==> config.mk <==
export PLATFORM = sky130hd
export DESIGN_NAME = uart_rx_apb_sequencer_flat
export DESIGN_NICKNAME = d
export VERILOG_FILES = /design/src/rtl/uart_apb_pkg.sv /design/src/rtl/uart_rx_apb_sequencer_if.sv /design/src/rtl/uart_rx_apb_sequencer_fifo.sv /design/src/rtl/uart_rx_apb_sequencer.sv /design/src/flat_wrapper.sv
export SDC_FILE = /design/constraint.sdc
export NUM_CORES = 1
export LEC_CHECK = 0
export CAP_MARGIN = 10
export CORE_MARGIN = 4
export CORE_UTILIZATION = 40
export CTS_CLUSTER_SIZE = 12
export DETAILED_ROUTE_END_ITERATION = 7
export GPL_TIMING_DRIVEN = 0
export MAX_ROUTING_LAYER = met4
export PLACE_DENSITY_LB_ADDON = 0.12
export SLEW_MARGIN = 20
export SYNTH_ARGS = -nofsm -noshare
export SYNTH_HDL_FRONTEND = slang
export SYNTH_SLANG_ARGS = --single-unit
==> constraint.sdc <==
create_clock -name clk -period 2.7 [get_ports clk]
set_input_delay 0.27 -clock clk [delete_from_list [all_inputs] [get_ports clk]]
set_output_delay 0.27 -clock clk [all_outputs]
set_load 0.01 [all_outputs]
==> src/rtl/uart_apb_pkg.sv <==
// Shared definitions for the UART receiver APB register map and the
// sequencer that drives it.
//   - register addresses of the UART receiver APB slave
//   - sequencer FSM state encoding
//   - APB transfer phase encoding used inside the sequencer
package uart_apb_pkg;

   // UART receiver register map
   localparam logic [2:0] ADDR_STATUS = 3'd0;  // bit 0: byte ready
   localparam logic [2:0] ADDR_ERR    = 3'd1;  // bits 1:0: error code
   localparam logic [2:0] ADDR_BP_LO  = 3'd2;  // bit period bits 7:0
   localparam logic [2:0] ADDR_BP_HI  = 3'd3;  // bit period bits 13:8
   localparam logic [2:0] ADDR_DSIZE  = 3'd4;  // data bits per frame
   localparam logic [2:0] ADDR_RXDATA = 3'd6;  // received byte

   typedef enum logic [2:0] {
      IDLE,
      CFG_LO,
      CFG_HI,
      CFG_SIZE,
      GAP,
      POLL,
      RD_ERR,
      RD_DATA
   } seq_state_t;

   // Phase within a transfer state. PH_TURN is the mandatory psel-low
   // clock between two back-to-back transfers.
   localparam logic [1:0] PH_SETUP  = 2'd0;
   localparam logic [1:0] PH_ACCESS = 2'd1;
   localparam logic [1:0] PH_TURN   = 2'd2;

endpackage

==> src/rtl/uart_rx_apb_sequencer_if.sv <==
// Bus bundle between the sequencer, the UART receiver APB slave and the
// byte consumer.
//   APB     : psel, penable, pwrite, paddr[2:0], pwdata[7:0] (master out),
//             prdata[7:0], pslverr (master in)
//   stream  : rx_byte[7:0], rx_err[1:0], rx_valid (master out),
//             rx_ready (master in)
// Stream handshake: a word transfers on every clock where rx_valid and
// rx_ready are both high; rx_valid never depends on rx_ready, and the word
// presented stays stable until it is taken.
interface uart_rx_apb_sequencer_if;
   logic       psel;
   logic       penable;
   logic       pwrite;
   logic [2:0] paddr;
   logic [7:0] pwdata;
   logic [7:0] prdata;
   logic       pslverr;
   logic [7:0] rx_byte;
   logic [1:0] rx_err;
   logic       rx_valid;
   logic       rx_ready;

   modport master (
      output psel, penable, pwrite, paddr, pwdata,
      input  prdata, pslverr,
      output rx_byte, rx_err, rx_valid,
      input  rx_ready
   );

   modport slave (
      input  psel, penable, pwrite, paddr, pwdata,
      output prdata, pslverr,
      input  rx_byte, rx_err, rx_valid,
      output rx_ready
   );
endinterface

==> src/rtl/uart_rx_apb_sequencer_fifo.sv <==
// rx_stream_fifo: circular output FIFO for {err,data} words.
//   clk, n_rst : clock, asynchronous active-low reset (flushes)
//   push/wdata : write a word (ignored when full unless a pop happens too)
//   pop        : remove head (ignored when empty)
//   rdata      : head word, forced to 0 when empty
//   full/empty : status
// Pointers carry one extra wrap bit so full and empty are distinguishable.
module rx_stream_fifo #(
   parameter int WIDTH = 10,
   parameter int DEPTH = 4
) (
   input  logic             clk,
   input  logic             n_rst,
   input  logic             push,
   input  logic [WIDTH-1:0] wdata,
   input  logic             pop,
   output logic [WIDTH-1:0] rdata,
   output logic             full,
   output logic             empty
);
   localparam int AW = $clog2(DEPTH);

   logic [WIDTH-1:0] mem [DEPTH];
   logic [AW:0]      wr_ptr;
   logic [AW:0]      rd_ptr;
   logic             pop_en;
   logic             push_en;

   assign empty   = (wr_ptr == rd_ptr);
   assign full    = (wr_ptr[AW] != rd_ptr[AW]) && (wr_ptr[AW-1:0] == rd_ptr[AW-1:0]);
   assign pop_en  = pop && !empty;
   // A pop in the same cycle frees the slot, so a full FIFO may still accept.
   assign push_en = push && (!full || pop_en);
   assign rdata   = empty ? '0 : mem[rd_ptr[AW-1:0]];

   always_ff @(posedge clk or negedge n_rst) begin
      if (!n_rst) begin
         wr_ptr <= '0;
         rd_ptr <= '0;
      end else begin
         if (push_en) wr_ptr <= wr_ptr + 1'b1;
         if (pop_en)  rd_ptr <= rd_ptr + 1'b1;
      end
   end

   always_ff @(posedge clk) begin
      if (push_en) mem[wr_ptr[AW-1:0]] <= wdata;
   end
endmodule

==> src/rtl/uart_rx_apb_sequencer.sv <==
// uart_rx_apb_sequencer: APB master that configures the UART receiver
// (bit period, data size), then polls its status and drains received bytes
// into an output FIFO presented as a valid/ready stream.
//   clk, n_rst : clock, asynchronous active-low reset
//   start      : one-cycle pulse, honoured only in IDLE
//   bus        : APB master signals and the rx_byte/rx_err stream
//   cfg_done   : set once the three configuration writes complete
//   slv_err    : sticky, set by any access phase with pslverr
//   dbg_state  : current FSM state
module uart_rx_apb_sequencer
   import uart_apb_pkg::*;
#(
   parameter logic [13:0] BIT_PERIOD = 14'd10,
   parameter logic [3:0]  DATA_SIZE  = 4'd8,
   parameter int          FIFO_DEPTH = 4,
   parameter int          POLL_GAP   = 2
) (
   input  logic                    clk,
   input  logic                    n_rst,
   input  logic                    start,
   uart_rx_apb_sequencer_if.master bus,
   output logic                    cfg_done,
   output logic                    slv_err,
   output logic [2:0]              dbg_state
);
   // GAP always lasts at least one clock so psel drops between transfers.
   localparam logic [7:0] GAP_LAST = (POLL_GAP > 1) ? 8'(POLL_GAP - 1) : 8'd0;

   seq_state_t state;
   seq_state_t next_xfer;
   logic [1:0] phase;
   logic [7:0] gap_cnt;
   logic [1:0] err_q;
   logic       err_bad;

   logic       is_xfer;
   logic       psel_c;
   logic       access;
   logic [2:0] addr_c;
   logic [7:0] wdata_c;
   logic       write_c;

   logic       fifo_push;
   logic       fifo_pop;
   logic       fifo_full;
   logic       fifo_empty;
   logic [9:0] fifo_head;

   assign is_xfer = (state != IDLE) && (state != GAP);
   assign psel_c  = is_xfer && ((phase == PH_SETUP) || (phase == PH_ACCESS));
   assign access  = is_xfer && (phase == PH_ACCESS);

   // Address/data depend on state only, so they hold across setup and access.
   always_comb begin
      addr_c  = '0;
      wdata_c = '0;
      write_c = 1'b0;
      case (state)
         CFG_LO: begin
            addr_c  = ADDR_BP_LO;
            wdata_c = BIT_PERIOD[7:0];
            write_c = 1'b1;
         end
         CFG_HI: begin
            addr_c  = ADDR_BP_HI;
            wdata_c = {2'b00, BIT_PERIOD[13:8]};
            write_c = 1'b1;
         end
         CFG_SIZE: begin
            addr_c  = ADDR_DSIZE;
            wdata_c = {4'b0000, DATA_SIZE};
            write_c = 1'b1;
         end
         POLL:    addr_c = ADDR_STATUS;
         RD_ERR:  addr_c = ADDR_ERR;
         RD_DATA: addr_c = ADDR_RXDATA;
         default: ;
      endcase
   end

   // Successor of a transfer state reached through a turnaround clock.
   always_comb begin
      next_xfer = GAP;
      case (state)
         CFG_LO:  next_xfer = CFG_HI;
         CFG_HI:  next_xfer = CFG_SIZE;
         POLL:    next_xfer = RD_ERR;
         RD_ERR:  next_xfer = RD_DATA;
         default: next_xfer = GAP;
      endcase
   end

   // Outputs decode straight from reset registers, so they fall to 0 as soon
   // as n_rst asserts.
   assign bus.psel    = psel_c;
   assign bus.penable = access;
   assign bus.pwrite  = psel_c ? write_c : 1'b0;
   assign bus.paddr   = psel_c ? addr_c  : 3'd0;
   assign bus.pwdata  = psel_c ? wdata_c : 8'd0;
   assign dbg_state   = state;

   always_ff @(posedge clk or negedge n_rst) begin
      if (!n_rst) begin
         state    <= IDLE;
         phase    <= PH_SETUP;
         gap_cnt  <= '0;
         err_q    <= '0;
         err_bad  <= 1'b0;
         cfg_done <= 1'b0;
         slv_err  <= 1'b0;
      end else begin
         if (access && bus.pslverr) slv_err <= 1'b1;
         case (state)
            IDLE: begin
               if (start) begin
                  state <= CFG_LO;
                  phase <= PH_SETUP;
               end
            end
            GAP: begin
               if (gap_cnt == GAP_LAST) begin
                  state   <= POLL;
                  phase   <= PH_SETUP;
                  gap_cnt <= '0;
               end else begin
                  gap_cnt <= gap_cnt + 8'd1;
               end
            end
            default: begin
               case (phase)
                  PH_SETUP: phase <= PH_ACCESS;
                  PH_ACCESS: begin
                     case (state)
                        CFG_SIZE: begin
                           state    <= GAP;
                           phase    <= PH_SETUP;
                           cfg_done <= 1'b1;
                        end
                        POLL: begin
                           // A full FIFO leaves the byte in the slave.
                           if (bus.prdata[0] && !fifo_full) begin
                              phase <= PH_TURN;
                           end else begin
                              state <= GAP;
                              phase <= PH_SETUP;
                           end
                        end
                        RD_ERR: begin
                           err_q   <= bus.prdata[1:0];
                           err_bad <= bus.pslverr;
                           phase   <= PH_TURN;
                        end
                        RD_DATA: begin
                           state <= GAP;
                           phase <= PH_SETUP;
                        end
                        default: phase <= PH_TURN;
                     endcase
                  end
                  default: begin
                     state <= next_xfer;
                     phase <= PH_SETUP;
                  end
               endcase
            end
         endcase
      end
   end

   // Either read of the pair failing discards the byte.
   assign fifo_push = (state == RD_DATA) && access && !bus.pslverr && !err_bad;
   assign fifo_pop  = bus.rx_ready && !fifo_empty;

   rx_stream_fifo #(
      .WIDTH (10),
      .DEPTH (FIFO_DEPTH)
   ) u_fifo (
      .clk   (clk),
      .n_rst (n_rst),
      .push  (fifo_push),
      .wdata ({err_q, bus.prdata}),
      .pop   (fifo_pop),
      .rdata (fifo_head),
      .full  (fifo_full),
      .empty (fifo_empty)
   );

   assign bus.rx_valid = !fifo_empty;
   assign bus.rx_err   = fifo_head[9:8];
   assign bus.rx_byte  = fifo_head[7:0];
endmodule
==> src/flat_wrapper.sv <==
// flat-port wrapper written by rule: the top's interface ports become plain ports
module uart_rx_apb_sequencer_flat import uart_apb_pkg::*;
#(
   parameter logic [13:0] BIT_PERIOD = 14'd10,
   parameter logic [3:0]  DATA_SIZE  = 4'd8,
   parameter int          FIFO_DEPTH = 4,
   parameter int          POLL_GAP   = 2
)
  (clk, n_rst, start, cfg_done, slv_err, dbg_state, bus_psel, bus_penable, bus_pwrite, bus_paddr, bus_pwdata, bus_prdata, bus_pslverr, bus_rx_byte, bus_rx_err, bus_rx_valid, bus_rx_ready);
  uart_rx_apb_sequencer_if bus_i ();
  input  logic clk;
  input  logic n_rst;
  input  logic start;
  output logic cfg_done;
  output logic slv_err;
  output logic [2:0] dbg_state;
  output wire logic [$bits(bus_i.psel)-1:0] bus_psel;
  output wire logic [$bits(bus_i.penable)-1:0] bus_penable;
  output wire logic [$bits(bus_i.pwrite)-1:0] bus_pwrite;
  output wire logic [$bits(bus_i.paddr)-1:0] bus_paddr;
  output wire logic [$bits(bus_i.pwdata)-1:0] bus_pwdata;
  input wire logic [$bits(bus_i.prdata)-1:0] bus_prdata;
  input wire logic [$bits(bus_i.pslverr)-1:0] bus_pslverr;
  output wire logic [$bits(bus_i.rx_byte)-1:0] bus_rx_byte;
  output wire logic [$bits(bus_i.rx_err)-1:0] bus_rx_err;
  output wire logic [$bits(bus_i.rx_valid)-1:0] bus_rx_valid;
  input wire logic [$bits(bus_i.rx_ready)-1:0] bus_rx_ready;
  assign bus_psel = bus_i.psel;
  assign bus_penable = bus_i.penable;
  assign bus_pwrite = bus_i.pwrite;
  assign bus_paddr = bus_i.paddr;
  assign bus_pwdata = bus_i.pwdata;
  assign bus_i.prdata = bus_prdata;
  assign bus_i.pslverr = bus_pslverr;
  assign bus_rx_byte = bus_i.rx_byte;
  assign bus_rx_err = bus_i.rx_err;
  assign bus_rx_valid = bus_i.rx_valid;
  assign bus_i.rx_ready = bus_rx_ready;
  uart_rx_apb_sequencer #(.BIT_PERIOD(BIT_PERIOD), .DATA_SIZE(DATA_SIZE), .FIFO_DEPTH(FIFO_DEPTH), .POLL_GAP(POLL_GAP)) u_core (.clk(clk), .n_rst(n_rst), .start(start), .bus(bus_i), .cfg_done(cfg_done), .slv_err(slv_err), .dbg_state(dbg_state));
endmodule
======== After elaboration in Yosys (flattened, before gate mapping) ========
Memories as Yosys holds them, arrays and structs flattened.
Index checks and enable logic that the tools add are counted.
word-level totals
  register bits ........................... 24
  memories ................................ 1
  logic and storage cells ................. 83
  memory bits (writable) .................. 40
  bits of input ports ..................... 13
operators by class
  bitwise operators ....................... 1
  add/sub/neg operators ................... 3
  multiplexer cells ....................... 23
  equal/unequal tests ..................... 18
  reductions and logical operators ........ 28
memory list
  name               words  bits a word  rd ports  clocked after memory_dff  write ports  line                              source
  u_core.u_fifo.mem  4      10           1         0                         1            uart_rx_apb_sequencer_fifo.sv:23  logic [WIDTH-1:0] mem [DEPTH];
operators with widths
  operator               number
  $pmux W3 S2            3
  $pmux W3 S5            1
  $eq A3 B3 Y1 const B   4
  $logic_and A1 B1 Y1    12
  $mux W3                4
  $pmux W2 S2            3
  $pmux W3 S4            1
  $mux W10               1
  $ne A5 B5 Y1 const B   2
  $add A8 B1 Y8 const B  1
  $eq A8 B1 Y1 const B   1
  $mux W8                1
  $pmux W4 S2            1
  $add A3 B1 Y3 const B  2
  $eq A3 B2 Y1 const B   2
  $mux W2                3
  $ne A3 B3 Y1 const B   2
  $reduce_and A3 Y1      2
  $reduce_and A5 Y1      1
  $logic_not A1 Y1       4
  $mux W1                4
  $mux W4                1
  $reduce_or A2 Y1       2
  $eq A3 B1 Y1 const B   1
  other kinds (13)       14

======== Longest topological paths before layout ========
Gate-level depths: netlist of the first run.
  word-level depth ........................ 9
  depth in mapped cells ................... 6
  mapped depth without buffers ............ 6

======== Cells and area by module ========
Synthesis of the first run repeated with hierarchy kept, for this count alone.
second synthesis, totals
  cell total of the unflattened synthesis .. 196
  area, all modules ....................... 2919.0 µm²
by module, submodules not included
  module                 cells each  instances  area each (µm²)  sequential area each (µm²)
  rx_stream_fifo         98          1          1919.3           1351.3
  uart_rx_apb_sequencer  98          1          999.7            450.4

======== Worst setup path after synthesis of the first run ========
OpenSTA, ideal clock, no wires.
  kind .................................... reg-to-reg
  start point ............................. register u_core.state[0] (netlist: u_core.dbg_state[0])
  end point ............................... memory u_core.u_fifo.mem[3][0], enable pin
  stages on the path, launching flop included .. 6
  data required time ...................... 2322 ps
  arrival ................................. 1833 ps
  period minus slack after synthesis ...... 2211 ps
  setup time .............................. 378 ps
  path buffers ............................ 0
  slack ................................... 489 ps
  cell sequence ........................... dfrtp_1 > inv_1 > ha_1 > and4bb_1 > nand3_1 > nor3b_2
on the way
  word-level cells in the longest chain between the ends .. 9
ends and longest elaborated chain
  element                                                    line                              source
  from (decl)                                                uart_rx_apb_sequencer.sv:29       seq_state_t state;
  from (signal assigned)                                     uart_rx_apb_sequencer.sv:161      state <= next_xfer;
  $ne A3 B3 Y1 / $reduce_bool A3 Y1 (equally long branches)  uart_rx_apb_sequencer.sv:49       assign is_xfer = (state != IDLE) && (state != GAP);
  $logic_and A1 B1 Y1                                        uart_rx_apb_sequencer.sv:49
  $logic_and A1 B1 Y1                                        uart_rx_apb_sequencer.sv:51       assign access = is_xfer && (phase == PH_ACCESS);
  $logic_and A1 B1 Y1 * (3 in series)                        uart_rx_apb_sequencer.sv:171      assign fifo_push = (state == RD_DATA) && access && !bus.pslverr && !err_bad;
  $logic_and A1 B1 Y1 *                                      uart_rx_apb_sequencer_fifo.sv:33  assign push_en = push && (!full || pop_en);
  $mux W1 *                                                  uart_rx_apb_sequencer_fifo.sv:47  if (push_en) mem[wr_ptr[AW-1:0]] <= wdata;
  $mux W1 (not written as such) *                            uart_rx_apb_sequencer_fifo.sv:47
  to (decl)                                                  uart_rx_apb_sequencer_fifo.sv:23
Mark *: on every way between the ends. The rest lies on a longest branch, timed or not.

======== Final worst setup path of the first run ========
  start point ............................. register u_core.u_fifo.rd_ptr[0]
  end point ............................... output port bus_rx_err[0]
on the way
  word-level cells in the longest chain between the ends .. 2
ends and longest elaborated chain
  element                                                line                              source
  from (decl)                                            uart_rx_apb_sequencer_fifo.sv:25  logic [AW:0] rd_ptr;
  from (signal assigned)                                 uart_rx_apb_sequencer_fifo.sv:42  if (pop_en) rd_ptr <= rd_ptr + 1'b1;
  $mem_v2 Z4 W10 / $eq A3 B3 Y1 (equally long branches)  n/a
  $mux W10 *                                             uart_rx_apb_sequencer_fifo.sv:34  assign rdata = empty ? '0 : mem[rd_ptr[AW-1:0]];
  to (decl)                                              flat_wrapper.sv:25                output wire logic [$bits(bus_i.rx_err)-1:0] bus_rx_err;
Marks and branches as above.

==> results of run 1 <==
==> worst paths after layout <==
check	startpoint	to	slack, ps
worst max-delay path	u_core.u_fifo.rd_ptr[0]	bus_rx_err[0]	160
worst min register to register	u_core.slv_err	u_core.slv_err	460
worst max register to register	u_core.dbg_state[0]	u_core.u_fifo.mem[3][5]	290
worst min-delay path	n_rst	u_core.dbg_state[1]	460
min in group clk	u_core.slv_err	u_core.slv_err	460
max in group asynchronous	n_rst	u_core.gap_cnt[2]	1850
==> layout make-up <==
type | count | area (µm²) | area share
Inverter | 6 | 22.5 | 0.00603
Tap cell | 99 | 124 | 0.0332
Timing Repair Buffer | 37 | 365 | 0.0979
Multi-Input combinational cell | 123 | 1130 | 0.303
Sequential cell | 64 | 1800 | 0.483
Clock inverter | 7 | 96.3 | 0.0258
Clock buffer | 9 | 124 | 0.0332
Buffer | 10 | 67.6 | 0.0181
==> sequential cells by signal (all words and copies together) (netlist names), named ones only <==
register              count
u_core.err_q              2
u_core.cfg_done           1
u_core.gap_cnt            8
u_core.err_bad            1
u_core.dbg_state          2
u_core.slv_err            1
u_core.u_fifo.wr_ptr      3
u_core.u_fifo.rd_ptr      3
u_core.u_fifo.mem        40
u_core.phase              2
==> power breakdown <==
part / total [W] / switching (W) / internal [W]
Combinational: 0.00157 / 0.000735 / 0.000836
Sequential: 0.00133 / 0.000148 / 0.00119
Clock: 0.000888 / 0.000369 / 0.000519
==> cell usage after synthesis, types with 3 or more instances <==
| cell type | count | area (µm²) |
|---|---|---|
| a21o_1 | 3 | 22.5 |
| a21oi_1 | 4 | 20.0 |
| and2_1 | 4 | 25.0 |
| and2_2 | 3 | 22.5 |
| buf_2 | 3 | 15.0 |
| buf_4 | 6 | 45.0 |
| dfrtp_1 | 24 | 601 |
| edfxtp_1 | 40 | 1200 |
| ha_1 | 13 | 163 |
| inv_1 | 6 | 22.5 |
| mux2_2 | 4 | 45.0 |
| mux2_4 | 3 | 45.0 |
| mux4_2 | 10 | 225 |
| nand2_1 | 4 | 15.0 |
| nand3_1 | 4 | 20.0 |
| nor2_1 | 7 | 26.3 |
| nor2b_1 | 10 | 62.6 |
| nor3_1 | 3 | 15.0 |
| nor3b_1 | 3 | 22.5 |
| xnor2_1 | 8 | 70.1 |
| xor2_1 | 3 | 26.3 |
==> per-layer routing <==
| metal | wire length [µm] | GRT usage | up-vias |
|---|---|---|---|
| met2 | 2830 | 0.230 | 45 |
| met4 | 38 | 0.0433 | 0 |
| met5 | 0 | - | - |
| met1 | 2280 | 0.166 | 838 |
| li1 | - | - | 830 |
| met3 | 292 | 0.0486 | 2 |
==> placed cells by master, fill, tap and decap left out, types with 4 or more instances in the layout <==
| master | n |
|---|---|
| nand2_1 | 4 |
| clkbuf_8 | 9 |
| nand3_1 | 4 |
| dfrtp_1 | 24 |
| nor2b_1 | 10 |
| clkdlybuf4s50_1 | 35 |
| ha_1 | 13 |
| a21oi_1 | 4 |
| and2_1 | 4 |
| nor2_1 | 7 |
| conb_1 | 6 |
| inv_1 | 6 |
| mux2_2 | 4 |
| xnor2_1 | 7 |
| buf_4 | 6 |
| edfxtp_1 | 40 |
| mux4_2 | 10 |
==> stage by stage <==
stage	hold WS (ps)	area (µm²)	total power, W	util	instances
2_1_floorplan	-25.6	3000	0.00233	-	203
3_3_place_gp	455	3480	0.00291	0.480	338
3_5_place_dp	300	3480	0.00292	0.480	338
4_1_cts	457	3710	0.00383	0.511	355
5_1_grt	500	3730	0.00406	0.515	355
6_report	459	3730	0.00379	0.515	355
==> repair_timing <==
action | 4_1_cts | 5_1_grt
endpoints found under the hold margin | 24 | 0
endpoints found under the setup margin | 0 | 24
gates resized for setup | 0 | 5
hold buffers | 1 | 0
buffers inserted | 0 | 0
==> logic make-up after synthesis <==
family	after synthesis	synth area share
buf+inv	16	0.0290
xor+xnor	11	0.0323
compound gates	21	0.0525
fa+ha+maj	13	0.0546
simple gates	54	0.117
mux	18	0.109
flops	64	0.604
other cells	1	0.00126
==> critical path, cell delays in order, from the launching register on <==
cell	delay, ps
dfrtp_1	460
clkbuf_4	330
mux4_2	530
nor2b_1	140
clkdlybuf4s50_1	480
==> results_dict.tcl, run 1 <==
set metrics [dict create \
    pin_count 43 \
    synthFlopType "edfxtp_1" \
    clkLatencyLatePin_ps 330 \
    numCtsBuffers 9 \
    peakVddDrop_mv 0.525 \
    antenna-diode-count 0 \
    fmax_mhz 394 \
    cts_root_buf "clkbuf_8" \
    slew_headroom 0.554 \
    fin_skew_ps 8.99 \
    wl_per_cell_um 15.3 \
    synthArstFlopShare 0.375 \
    post-route-min-period_ps 2540 \
    synth_cell_type_count 47 \
    die_area_um2 8900 \
    period_share 0.939 \
    fillCellCount 631 \
    initial_core_util 0.411 \
    dr_total_vias 1715 \
    grt_max_degree 25 \
    area_growth_pct 25.2 \
    status "completed" \
    core_um2 7250 \
    grt_antenna_before_repair 0 \
    rsz0062_at_grt "no" \
    row_count 31 \
    drive_gt1_frac 0.219 \
    tightest_slew_ps 668 \
    fp.dieW_um 94.3 \
    p_per_area_nw_per_um2 1020 \
    final_antenna_net_count 0 \
    end_kind "output pin" \
    hpwl_mm 3.77 \
    netlist_area_um2 2980 \
    nNetsFinal 277 \
    ys_seq_area_frac 0.604 \
    syn_inst 198 \
    gr-usage-all-layers 0.141 \
    die_h_um 94.3 \
    yosysWarnings 0 \
    maxCapViolations 0 \
    start_kind "flip-flop" \
    place_congestion 0.756 \
    clk_pin_slew_ps 70 \
    power.leakage_nw 1.43 \
    clockBufferDepth 2 \
    critPathKind "reg2out" \
    htreeDepth 3 \
    grt-ovfl-total 0 \
    worstPathArrival_ps 2270 \
    cts_sinks 64 \
    drc 0 \
    hold_viol_final 0 \
    postLayoutSetupSlackWorst_ps 165 \
    port_buffers 36 \
    synth-edff-count 40 \
    cp_max_fo 10 \
    slew_viol_final 0 \
    grt_pass1_vias 1765 \
    synth-seq-cells 64 \
    grt_pass1_wl_mm 9.00 \
    detail_route.first_pass.iterations 4 \
    drt_iter0_markers 76 \
    crit_required_ps 2430 \
    vias_per_cell 4.83 \
    cts_tree "built" \
    syn-mean-instance-area_um2 15.1 \
    min_path_type "in2async" \
    tns_ps 0 \
    drt_wl_total_mm 5.44 \
    setup_viol 0 \
    post-place-ws_ps 35.5 \
    rr_worst_depth 5 \
]
No activity file was read; power rests on OpenSTA's default activity.
==> run 2, diff against run 1 <==
--- a/config.mk
+++ b/config.mk
@@ -17,3 +17,4 @@
 export SYNTH_ARGS = -nofsm -noshare
 export SYNTH_HDL_FRONTEND = slang
 export SYNTH_SLANG_ARGS = --single-unit
+export TNS_END_PERCENT = 1
==> results of run 2 <==
Same layout as run 1: the final DEF is identical, and so are final timing and power.
